$ cat config.mk
export PLATFORM = sky130hd
export DESIGN_NAME = hci_bank_starvation_scheduler
export DESIGN_NICKNAME = d
export VERILOG_FILES = /design/src/rtl/hci_bank_starvation_scheduler.sv
export SDC_FILE = /design/constraint.sdc
export NUM_CORES = 1
export LEC_CHECK = 0
export BUFFER_PORTS_ARGS = -buffer_cell sky130_fd_sc_hd__buf_4
export CAP_MARGIN = 20
export CORE_ASPECT_RATIO = 1.5
export CORE_MARGIN = 2
export CORE_UTILIZATION = 60
export DETAILED_ROUTE_END_ITERATION = 7
export PLACE_DENSITY = 0.81
export REMOVE_ABC_BUFFERS = 1
export SYNTH_ARGS = -nofsm -noshare
export SYNTH_HDL_FRONTEND = slang
export SYNTH_SLANG_ARGS = --single-unit
$ cat constraint.sdc
create_clock -name clk_i -period 10.3 [get_ports clk_i]
set_input_delay 2.06 -clock clk_i [delete_from_list [all_inputs] [get_ports clk_i]]
set_output_delay 2.06 -clock clk_i [all_outputs]
set_load 0.02 [all_outputs]
$ cat src/rtl/hci_bank_starvation_scheduler.sv
// Per-bank TCDM arbitration between the high-priority log interconnect and
// the low-priority HWPE interconnect. Static priority resolves conflicts,
// and a programmable starvation limit temporarily hands a bounded burst to
// the losing side so it always makes progress.
module hci_bank_starvation_scheduler #(
  parameter int N_MEM     = 16,
  parameter int STALL_W   = 8,
  parameter int BURST_LEN = 4,
  parameter int CNT_W     = 32
) (
  input  logic               clk_i,
  input  logic               rst_i,
  input  logic               clear_i,
  input  logic               invert_prio_i,
  input  logic [STALL_W-1:0] max_stall_i,
  input  logic [N_MEM-1:0]   req_high_i,
  input  logic [N_MEM-1:0]   req_low_i,
  output logic [N_MEM-1:0]   gnt_high_o,
  output logic [N_MEM-1:0]   gnt_low_o,
  output logic [N_MEM-1:0]   inverted_o,
  output logic [CNT_W-1:0]   inv_event_cnt_o
);

  localparam int BURST_W = $clog2(BURST_LEN + 1);
  localparam int POP_W   = $clog2(N_MEM + 1);

  typedef enum logic {
    ST_NORMAL   = 1'b0,
    ST_INVERTED = 1'b1
  } bankState_e;

  bankState_e         r_state    [N_MEM];
  logic [STALL_W-1:0] r_stallCnt [N_MEM];
  logic [BURST_W-1:0] r_burstCnt [N_MEM];
  logic               r_invPrio;
  logic [CNT_W-1:0]   r_eventCnt;

  bankState_e         w_stateNext [N_MEM];
  logic [STALL_W-1:0] w_stallNext [N_MEM];
  logic [BURST_W-1:0] w_burstNext [N_MEM];
  logic [N_MEM-1:0]   w_winReq;
  logic [N_MEM-1:0]   w_loseReq;
  logic [N_MEM-1:0]   w_invEff;
  logic [N_MEM-1:0]   w_gntWin;
  logic [N_MEM-1:0]   w_gntLose;
  logic [N_MEM-1:0]   w_enter;
  logic [POP_W-1:0]   w_enterCount;
  logic [CNT_W:0]     w_eventSum;
  logic [CNT_W-1:0]   w_eventNext;
  logic               w_flush;
  logic               w_prioChange;

  assign w_flush      = rst_i | clear_i;
  assign w_prioChange = invert_prio_i ^ r_invPrio;

  assign w_winReq  = invert_prio_i ? req_low_i  : req_high_i;
  assign w_loseReq = invert_prio_i ? req_high_i : req_low_i;

  // The loser only wins a conflict while its bank is effectively inverted;
  // a lone requester is always served.
  assign w_gntLose = w_loseReq & (~w_winReq | w_invEff);
  assign w_gntWin  = w_winReq & ~(w_loseReq & w_invEff);

  assign gnt_high_o = w_flush ? '0 : (invert_prio_i ? w_gntLose : w_gntWin);
  assign gnt_low_o  = w_flush ? '0 : (invert_prio_i ? w_gntWin  : w_gntLose);

  assign inv_event_cnt_o = r_eventCnt;

  // Per-bank next-state: stall accounting in NORMAL, burst accounting in
  // INVERTED; a priority flip ignores the inverted state and parks every bank.
  always_comb begin
    w_invEff   = '0;
    w_enter    = '0;
    inverted_o = '0;
    for (int b = 0; b < N_MEM; b++) begin
      w_stateNext[b] = r_state[b];
      w_stallNext[b] = r_stallCnt[b];
      w_burstNext[b] = r_burstCnt[b];
      inverted_o[b]  = (r_state[b] == ST_INVERTED);
      w_invEff[b]    = (r_state[b] == ST_INVERTED) && !w_prioChange;
      if (w_prioChange) begin
        w_stateNext[b] = ST_NORMAL;
        w_stallNext[b] = '0;
        w_burstNext[b] = '0;
      end else if (r_state[b] == ST_NORMAL) begin
        w_burstNext[b] = '0;
        if (w_winReq[b] && w_loseReq[b]) begin
          w_stallNext[b] = (r_stallCnt[b] == '1) ? '1 : r_stallCnt[b] + STALL_W'(1);
        end else begin
          w_stallNext[b] = '0;
        end
        if ((max_stall_i != '0) && (w_stallNext[b] >= max_stall_i)) begin
          w_stateNext[b] = ST_INVERTED;
          w_stallNext[b] = '0;
          w_burstNext[b] = '0;
          w_enter[b]     = 1'b1;
        end
      end else begin
        w_stallNext[b] = '0;
        if (!w_loseReq[b]) begin
          w_stateNext[b] = ST_NORMAL;
          w_burstNext[b] = '0;
        end else if ((r_burstCnt[b] + BURST_W'(1)) == BURST_W'(BURST_LEN)) begin
          w_stateNext[b] = ST_NORMAL;
          w_burstNext[b] = '0;
        end else begin
          w_burstNext[b] = r_burstCnt[b] + BURST_W'(1);
        end
      end
    end
  end

  // Count banks entering INVERTED this cycle and add them with saturation.
  always_comb begin
    w_enterCount = '0;
    for (int b = 0; b < N_MEM; b++) begin
      w_enterCount = w_enterCount + POP_W'(w_enter[b]);
    end
    w_eventSum  = {1'b0, r_eventCnt} + (CNT_W + 1)'(w_enterCount);
    w_eventNext = w_eventSum[CNT_W] ? '1 : w_eventSum[CNT_W-1:0];
  end

  // State registers; reset and soft clear both drop all per-bank progress.
  always_ff @(posedge clk_i) begin
    if (w_flush) begin
      for (int b = 0; b < N_MEM; b++) begin
        r_state[b]    <= ST_NORMAL;
        r_stallCnt[b] <= '0;
        r_burstCnt[b] <= '0;
      end
      r_invPrio  <= invert_prio_i;
      r_eventCnt <= '0;
    end else begin
      for (int b = 0; b < N_MEM; b++) begin
        r_state[b]    <= w_stateNext[b];
        r_stallCnt[b] <= w_stallNext[b];
        r_burstCnt[b] <= w_burstNext[b];
      end
      r_invPrio  <= invert_prio_i;
      r_eventCnt <= w_eventNext;
    end
  end

endmodule

==> Word-level counts from Yosys, hierarchy flattened <==
Memories as Yosys holds them, arrays and structs flattened.
Cells that the tools add are included.
{ "word_totals": {"wordCells": 553, "inputBits": 44, "n_memories": 3, "regBits": 33, "mem_bits_rw": 192} }
{ "memory_table": {"columns": ["name", "words", "word_bits", "rd", "rd_ports_with_merged_regs", "wr", "line_no", "text"], "rows": [
  ["r_stallCnt", 16, 8, 16, 0, 16, "33", "logic [STALL_W-1:0] r_stallCnt [N_MEM];"],
  ["r_burstCnt", 16, 3, 16, 0, 16, "34", "logic [BURST_W-1:0] r_burstCnt [N_MEM];"],
  ["r_state", 16, 1, 16, 0, 16, "32", "bankState_e r_state [N_MEM];"]
]} }
{ "op_classes": {"n_bitwise": 56, "add_sub_neg": 48, "eq_ne": 32, "n_reduce_logical": 50, "order_cmp": 16, "mux": 346} }
{ "ops": {"columns": ["cell", "n"], "rows": [
  ["two-way mux 8 bit", 128],
  ["two-way mux 3 bit", 80],
  ["two-way mux 1 bit", 131],
  ["adder 8 x 1 -> 8 bit (second input constant)", 16],
  ["equality test 8 bit (second input constant)", 16],
  ["greater-or-equal comparator 8 bit", 16],
  ["two-way mux 16 bit", 6],
  ["adder 5 x 1 -> 5 bit", 11],
  ["bitwise OR 1 bit", 49],
  ["adder 3 x 1 -> 3 bit (second input constant)", 16],
  ["AND 16 bit", 3],
  ["equality test 3 bit (second input constant)", 16],
  ["logical AND 1 bit", 48],
  ["adder 32 x 5 -> 33 bit", 1],
  ["two-way mux 32 bit", 1],
  ["NOT 16 bit", 2],
  ["bitwise OR 16 bit", 1],
  ["nonzero test 8 bit", 1],
  ["adder 4 x 1 -> 5 bit", 1],
  ["adder 3 x 1 -> 4 bit", 1],
  ["adder 2 x 1 -> 3 bit", 1],
  ["adder 1 x 1 -> 2 bit", 1],
  ["logical NOT 1 bit", 1],
  ["XOR 1 bit", 1]
]} }

==> Longest topological paths before layout <==
Gate-level depths: netlist of the first run.
{ "logic_depth": {"depth_word": 27, "ltp_mapped": 29, "depth_no_buf": 28} }

==> Worst setup path after synthesis of the first run <==
OpenSTA, ideal clock, no wires.
{ "synth_path": {"path_kind": "input -> register", "startpoint": "input req_low_i[14]", "endpoint": "register r_eventCnt[10], in the netlist inv_event_cnt_o[10]", "path_buffers": 1, "stages": 25, "setup_ns": 0.133, "t_arrival_ns": 7.573, "setup_slack_ns": 2.594, "path_cell_list": "nand2_1 > a21o_1 > ha_1 > nand2b_1 > a21oi_1 > o21ai_0 > a21oi_1 > or3_1 > fa_1 > inv_1 > fa_1 > inv_1 > fa_1 > inv_1 > fa_1 > inv_1 > fa_1 > inv_1 > fa_1 > a21o_1 > a22oi_1 > nor2_1 > nand2_1 > clkbuf_1 > a21oi_1"} }
{ "synth_via": {"elab_chain_len": 14, "word_cells_on_any_way": 15} }
{ "synth_rtl": {"columns": ["element", "line_no", "text"], "rows": [
  ["start: declaration", "17", "input logic [N_MEM-1:0] req_low_i,"],
  ["two-way mux 16 bit (on tied branches)", "56, 57", null],
  ["logical AND 1 bit *", "87", "if (w_winReq[b] && w_loseReq[b]) begin"],
  ["two-way mux 8 bit *", "87", null],
  ["two-way mux 8 bit *", "85", "end else if (r_state[b] == ST_NORMAL) begin"],
  ["two-way mux 8 bit *", "81", "if (w_prioChange) begin"],
  ["greater-or-equal comparator 8 bit *", "92", "if ((max_stall_i != '0) && (w_stallNext[b] >= max_stall_i)) begin"],
  ["logical AND 1 bit *", "92", null],
  ["two-way mux 1 bit *", null, null],
  ["two-way mux 1 bit *", "85", null],
  ["two-way mux 1 bit *", "81", null],
  ["adder 5 x 1 -> 5 bit * (2 in a row)", "117", "w_enterCount = w_enterCount + POP_W'(w_enter[b]);"],
  ["adder 32 x 5 -> 33 bit *", "119", "w_eventSum = {1'b0, r_eventCnt} + (CNT_W + 1)'(w_enterCount);"],
  ["two-way mux 32 bit *", "120", "w_eventNext = w_eventSum[CNT_W] ? '1 : w_eventSum[CNT_W-1:0];"],
  ["end signal: assignment", "140", "r_eventCnt <= w_eventNext;"],
  ["end: declaration", "36", "logic [CNT_W-1:0] r_eventCnt;"]
]} }
Every way passes the cells marked *; elsewhere a longest branch is shown, timed or not. The select of a mux whose other input is x is not followed.
A chain may end at the register's enable or synchronous reset.

==> Worst setup path after layout of the first run <==
{ "layout_path": {"startpoint": "input max_stall_i[5]", "endpoint": "register r_eventCnt[13], in the netlist inv_event_cnt_o[13]"} }
{ "layout_via": {"elab_chain_len": 22, "word_cells_on_any_way": 98} }
{ "layout_rtl": {"columns": ["element", "line_no", "text"], "rows": [
  ["start: declaration", "15", "input logic [STALL_W-1:0] max_stall_i,"],
  ["greater-or-equal comparator 8 bit / nonzero test 8 bit (equally long branches)", "92", null],
  ["logical AND 1 bit", "92", null],
  ["two-way mux 1 bit", null, null],
  ["two-way mux 1 bit", "85", null],
  ["two-way mux 1 bit", "81", null],
  ["adder 1 x 1 -> 2 bit", "117", null],
  ["adder 2 x 1 -> 3 bit", "117", null],
  ["adder 3 x 1 -> 4 bit", "117", null],
  ["adder 4 x 1 -> 5 bit", "117", null],
  ["adder 5 x 1 -> 5 bit (10 in a row)", "117", null],
  ["adder 5 x 1 -> 5 bit *", "117", null],
  ["adder 32 x 5 -> 33 bit *", "119", null],
  ["two-way mux 32 bit *", "120", null]
]} }
Every way passes the cells marked *; elsewhere a longest branch is shown, timed or not.

==> impl_results.md, run 1 <==
* Max-slew violation count at 0
* Die X at 130 um
* Placement Setup Slack at 1.61 ns
* Die Ht at just under 200 um
* Final total power at around 1.9 mW
* RSZ-0062 raised after global routing: false
* First-pass GRT wire length at 60,200 um
* Final Hold Viols at 0
* Htree depth at 1
* Sequential fraction of the synthesis area at 31.5%
* Later-pin clock latency in the skew report at 0.52 ns
* Dpl hpwl at 26,400 um
* Design area at 16,300 um2
* Seq cells post-synth at about 230
* Post-synth ARST share at 0%
* Pwr Density at 116 nW/um2
* Sw power at 461 uW
* Placed cell areas at 15,600 um2
* Worst slew margin at a little under two fifths
* Starting DRT DRC Count at 881
* Reg power frac at between 40% and 50%
* Routability cong. at 0.858
* Row cnt at 69
* Largest family of logic cells by synthesized area: simple AND/OR/NAND/NOR gates
* Final nets at 2,030
* Cells after synthesis at 1,674
* Peak supply drop at 107 uV
* Final ANT Viol Nets at 0
* Layout Cells excl Fill at 2,125
* Largest net degree at the start of global routing at 52
* WS Path Type: in -> reg
* Number of global-route vias before repair at 12.5k
* Pleak at 7.46 nW
* Top post-synthesis cells by area: dfxtp_1 31%, ha_1 16%, a21oi_1 5.5%, and3_1 4.1%, nor2_1 3.4%
* Comb power frac at a little over 8%
* Routed WL per cell at 17.5 um
* Total internal power at about 1.4 mW
* Post-synth EDFFs at 0
* Total CTS buffers at 22
* Main synth FF type: dfxtp_1
* Detailed-route via count at 13.1k
* Post-cts sizing count at 0
* Final setup vio count at 0
* Clock slew at reported path FFs at 0.06 ns
* PnR worst setup slack at 2.08 ns
* Setup tns final at 0 ns
* Adder-cell share of the synthesized area at 17.8%
* Crit. End Element: register
* Compound-cell area share of the yosys netlist at about 18%
* Clk sink count at between 200 and 250
* TritonCTS clock tree: yes
* Fmax at 122 MHz
* Slew @ Worst Pin at 0.946 ns
* Multiplexer area fraction after synthesis at 1.68%
* Post-synth top area cell: dfxtp_1
* GRT Util Overall at 29.4%
* Vias per std cell at 6.15
* Status: completed
* Bufs on Longest Clock Path at 3
* I/O Buffers at 123
* Synth top area share at about a third
* Post-CTS Setup Bufs at 0
* Core Util, Final at 69.2%
* Critical path arrival at 8.58 ns
* Max_cap viols at 0
* Simple-gate share of the synthesized area at 24.1%
* Yosys warnings at 0
* Remaining Overflow, GRT at 0
* CP max FO at 18
* Mean Syn Cell Area at between 8 and 9 um2
* # IOs at 124
* Starting Density at 60.7%
* Most instantiated library cell after synthesis: dfxtp_1
* DRC at 0
* Clock share of power at 45.5%
* Net Sw Frac at 24.5%
* Root buf cell: clkbuf_16
* Area grow syn2layout at 14.1%
* Most frequent cells after synthesis: 225 x dfxtp_1, 184 x ha_1, 157 x a21oi_1, 131 x nor2_1, 122 x nand2_1
* Hold Crit Class: reg -> reg
* WP data required at 10.66 ns
* Xor-xnor portion of the synthesized cell area at under 10%
* Final Cycle Share at 79.8%
* Startpoint Class: primary input
* Post-synth cell types at 53
* DRT Pass-1 Iters at 7
* Post-Synthesis Cell Area at 14,300 um2
* Initial antenna violation count at 0
* WHS at 0.450 ns
* Core area at 23,600 um2
* Share of cells above drive strength 1 at 10.7%
* Hold-fix buffers, CTS at 0
* Clock Skew at 0.0158 ns
* Cells after DPL at 2,085
* N_diodes at 0
* Crit path time final at 8.22 ns
* Total Die Area at 25,100 um2
* Total Wirelength at around 37,000 um
[final timing paths]
check                    start                  end  slack [ns]  cells after the start
max             max_stall_i[5]  inv_event_cnt_o[13]        2.08                     23
min reg2reg   r_burstCnt[1][0]     r_burstCnt[1][0]        0.45                      1
min           r_burstCnt[1][0]     r_burstCnt[1][0]        0.45                      1
max reg2reg  r_stallCnt[1][16]  inv_event_cnt_o[13]        2.89                     27
[power groups by stage]
stage | Combinational [mW] | Clock (mW) | Sequential, mW
floorplan | 0.0836 | 0 | 0.893
global placement | 0.145 | 0 | 0.894
CTS | 0.151 | 0.865 | 0.874
global route | 0.168 | 0.901 | 0.874
detailed placement | 0.150 | 0 | 0.894
finish | 0.153 | 0.859 | 0.874
[metal layers]
| metal | routed length [um] | vias to the layer above | part of all wire (%) | global-route usage, % |
|---|---|---|---|---|
| li1 | - | 6386 | - | - |
| met1 | 14900 | 6199 | 40 | 35.0 |
| met2 | 18800 | 390 | 51 | 53.1 |
| met3 | 2180 | 94 | 5.8 | 4.19 |
| met4 | 1320 | 0 | 3.5 | 11.5 |
| met5 | 0 | - | 0 | 0 |
[area by class of cell]
type                            count  area, um2
Clock inverter                     13        153
Clock buffer                       27        611
Multi-Input combinational cell   1344       9410
Timing Repair Buffer              133        998
Inverter                           64        240
Fill cell                        1914       7250
Sequential cell                   225       4500
Tap cell                          319        399
[critical path, cell delays in order]
cell	delay [ns]
buf_4	0.11
inv_1	0.67
ha_1	0.36
and3_1	0.18
a221oi_1	0.30
nor2_1	0.11
a21oi_1	0.21
nor3_1	0.10
fa_1	0.50
inv_1	0.07
fa_1	0.51
fa_1	0.55
inv_1	0.06
fa_1	0.47
inv_1	0.09
fa_1	0.19
inv_1	0.06
fa_1	0.40
a21o_1	0.22
a22oi_1	0.46
nor2_1	0.20
nand2_1	0.53
a31oi_1	0.16
[placed cells by master, fill, tap and decap left out, types with 42 or more instances in the layout]
cell     count
o21ai_0     48
and3_1      93
a21oi_1    157
inv_1       64
ha_1       184
nor2_1     130
buf_4      133
dfxtp_1    225
xor2_1      42
nand3_1     79
nand2_1    122
nor3_1      53
[cell families (layout without fill, tap and decap cells)]
logic type	count (synthesis)	count (layout)
XOR/XNOR	74	74
adder cells (fa/ha/maj)	196	196
flip-flops	225	225
AND/OR/NAND/NOR	663	663
multiplexers	24	24
buffers and inverters	105	237
AO/OA/AOI/OAI	387	387
[flip-flops by register name, indices dropped and copies added, names as in the netlist]
signal	count
r_burstCnt	48
r_state	16
r_stallCnt	128
r_invPrio	1
inv_event_cnt_o	32
No activity file was read; power rests on OpenSTA's default activity.
==> run 2: changes to the inputs <==
Settings changed: CORE_UTILIZATION 60 to 55, PLACE_DENSITY 0.81 to 0.78.
Clock period 10.3 ns to 7.3 ns, I/O delays scaled along.
==> run 2 against run 1 <==
  * Register-to-register slack worse by 2.4 ns
  * First-iteration DRC count is 27% lower
  * Largest power group unchanged
  * Routed wire length is 1.5% higher
  * Final area is 3.1% higher
  * Combinational power is 56% higher
  * Cell count is 3.8% higher
  * Critical path depth is 2 higher
  * Non-clock buffer count is 67 higher
==> impl_results.md, run 2 (synthesis results as in run 1) <==
* Status: completed
* Final total power at 2.56 mW (+36%)
* Layout Cells excl Fill at 2,205 (+3.8%)
* Critical path arrival at 7.25 ns (-1.33 ns)
* Dpl hpwl at 28,000 um (+5.9%)
* Share of cells above drive strength 1 at 13.7% (+3.0 points)
* DRC at 0 (unchanged)
* Row cnt at 72 (+4.3%)
* Largest net degree at the start of global routing at 51 (-1.9%)
* Clock Skew at 0.00962 ns (-0.00615 ns)
* Pwr Density at 152 nW/um2 (+32%)
* Max-slew violation count at 0 (unchanged)
* Root buf cell: clkbuf_16
* # IOs at 124 (unchanged)
* Crit. End Element: register
* Final ANT Viol Nets at 0 (unchanged)
* Comb power frac at 9.3% (+1.2 points)
* Post-CTS Setup Bufs at 0 (unchanged)
* Crit path time final at 6.86 ns
* Initial antenna violation count at 0 (unchanged)
* Total internal power at 1.92 mW (+35%)
* Core Util, Final at 65.5% (-3.7 points)
* Clock slew at reported path FFs at 0.06 ns (about the same)
* Routed WL per cell at 17.2 um (-2.2%)
* Max reg flops at 128 (unchanged)
* CP max FO at 9 (-9)
* WP data required at 7.69 ns (-2.97 ns)
* Peak supply drop at 153 uV (+44%)
* Peak per-stage delay on the critical path at 0.59 ns (-0.08 ns)
* Bufs on Longest Clock Path at 3 (unchanged)
* Die Ht at 202 um (+4.4%)
* First-pass GRT wire length at 62,300 um (+3.5%)
* Worst path top cell family by delay: adder cells
* Final Cycle Share at 94.0%
* Fmax at 146 MHz
* GRT Util Overall at 27.8% (-1.7 points)
* Vias per std cell at 6.01 (-2.3%)
* Total Wirelength at 37,800 um (+1.5%)
* Hold Crit Class: reg -> reg
* PnR worst setup slack at 0.441 ns (-1.64 ns)
* Starting DRT DRC Count at 646 (-27%)
* Net Sw Frac at 25.0% (+0.52 points)
* Slew @ Worst Pin at 0.862 ns (-0.0831 ns)
* Routability cong. at 0.886 (+3.3%)
* Buf/Inv on CP at 4 (-2)
* Total CTS buffers at 23 (+4.5%)
* Starting Density at 55.7% (-5.0 points)
* Commonest non-fill, non-tap cell in the layout: dfxtp_1
* Sw power at 640 uW (+39%)
* Cells after DPL at 2,166 (+3.9%)
* Worst slew margin at 42.3% (+5.4 points)
* WS Path Type: reg -> reg
* Pleak at 7.76 nW (+4.0%)
* Final nets at 2,098 (+3.3%)
* Number of global-route vias before repair at 13.2k (+5.4%)
* Core area at 25,700 um2 (+8.9%)
* Hold-fix buffers, CTS at 0 (unchanged)
* Biggest register: r_stallCnt
* Later-pin clock latency in the skew report at 0.52 ns (about the same)
* I/O Buffers at 123 (unchanged)
* Area grow syn2layout at 17.6%
* Worst path slowest cell: fa_1
* Most used cell, CP: fa_1
* Placement Setup Slack at -0.120 ns (-1.73 ns)
* Reg power frac at 48.1% (+1.8 points)
* Final setup vio count at 0 (unchanged)
* Htree depth at 1 (unchanged)
* Most frequent cells in the layout: 225 x dfxtp_1, 194 x buf_4, 184 x ha_1, 157 x a21oi_1, 130 x nor2_1
* Final Hold Viols at 0 (unchanged)
* Clk sink count at 225 (unchanged)
* Remaining Overflow, GRT at 0 (unchanged)
* Clock share of power at 42.6% (-2.9 points)
* DRT Pass-1 Iters at 5 (-2)
* RSZ-0062 raised after global routing: false
* TritonCTS clock tree: yes
* Total Die Area at 27,300 um2 (+8.9%)
* Max_cap viols at 0 (unchanged)
* Die X at 136 um (+4.3%)
* Setup tns final at 0 ns (unchanged)
* Startpoint Class: register
* N_diodes at 0 (unchanged)
* Detailed-route via count at 13.3k (+1.4%)
## run 2: changes by cell type in the layout (fill, tap and decap cells not counted), sizes merged
cell,previous run,this run
clkinvlp,2,0
inv,66,64
buf,133,200
clkbuf,27,32
bufinv,3,0
clkinv,6,7
## run 2: per-stage QoR
| stage | instance area (um2) | hold WS, ns |
|---|---|---|
| 2_1_floorplan | 14100 | 0.421 |
| 3_3_place_gp | 16100 | 0.430 |
| 3_5_place_dp | 16100 | 0.438 |
| 4_1_cts | 16800 | 0.453 |
| 5_1_grt | 16800 | 0.471 |
| 6_report | 16800 | 0.448 |
## run 2: final timing paths
check                     from  cells after the start                   to  slack (ns)
max reg2reg  r_stallCnt[0][32]                     25  inv_event_cnt_o[17]        0.44
min reg2reg  r_burstCnt[0][12]                      1    r_burstCnt[0][12]        0.45
max          r_stallCnt[0][32]                     25  inv_event_cnt_o[17]        0.44
min          r_burstCnt[0][12]                      1    r_burstCnt[0][12]        0.45
## run 2: repair_timing
item,4_1_cts,5_1_grt
endpoints found under the hold margin,0,0
endpoints found under the setup margin,0,19
resized for setup,0,2
## run 2: final cells by class
type,count,area (um2)
clock buffers,32,629
clock inverters,7,38.8
fillers,2205,8850
inverters,64,240
multi-input cells,1344,9420
flip-flops and latches,225,4500
well taps,333,417
repair buffers,200,1580
## run 2: power by group through the flow
stage	registers (mW)	clock network [mW]	logic, mW
CTS	1.23	1.11	0.238
global placement	1.26	0	0.229
detailed placement	1.26	0	0.237
global route	1.23	1.15	0.262
finish	1.23	1.09	0.239
floorplan	1.26	0	0.118
## run 2: per-layer routing
metal	GRT usage, %	routed length (um)	up-vias
met5	0	0	-
met4	12.7	1580	0
met3	5.39	2280	117
met2	48.9	18700	355
met1	32.1	15200	6241
li1	-	-	6541
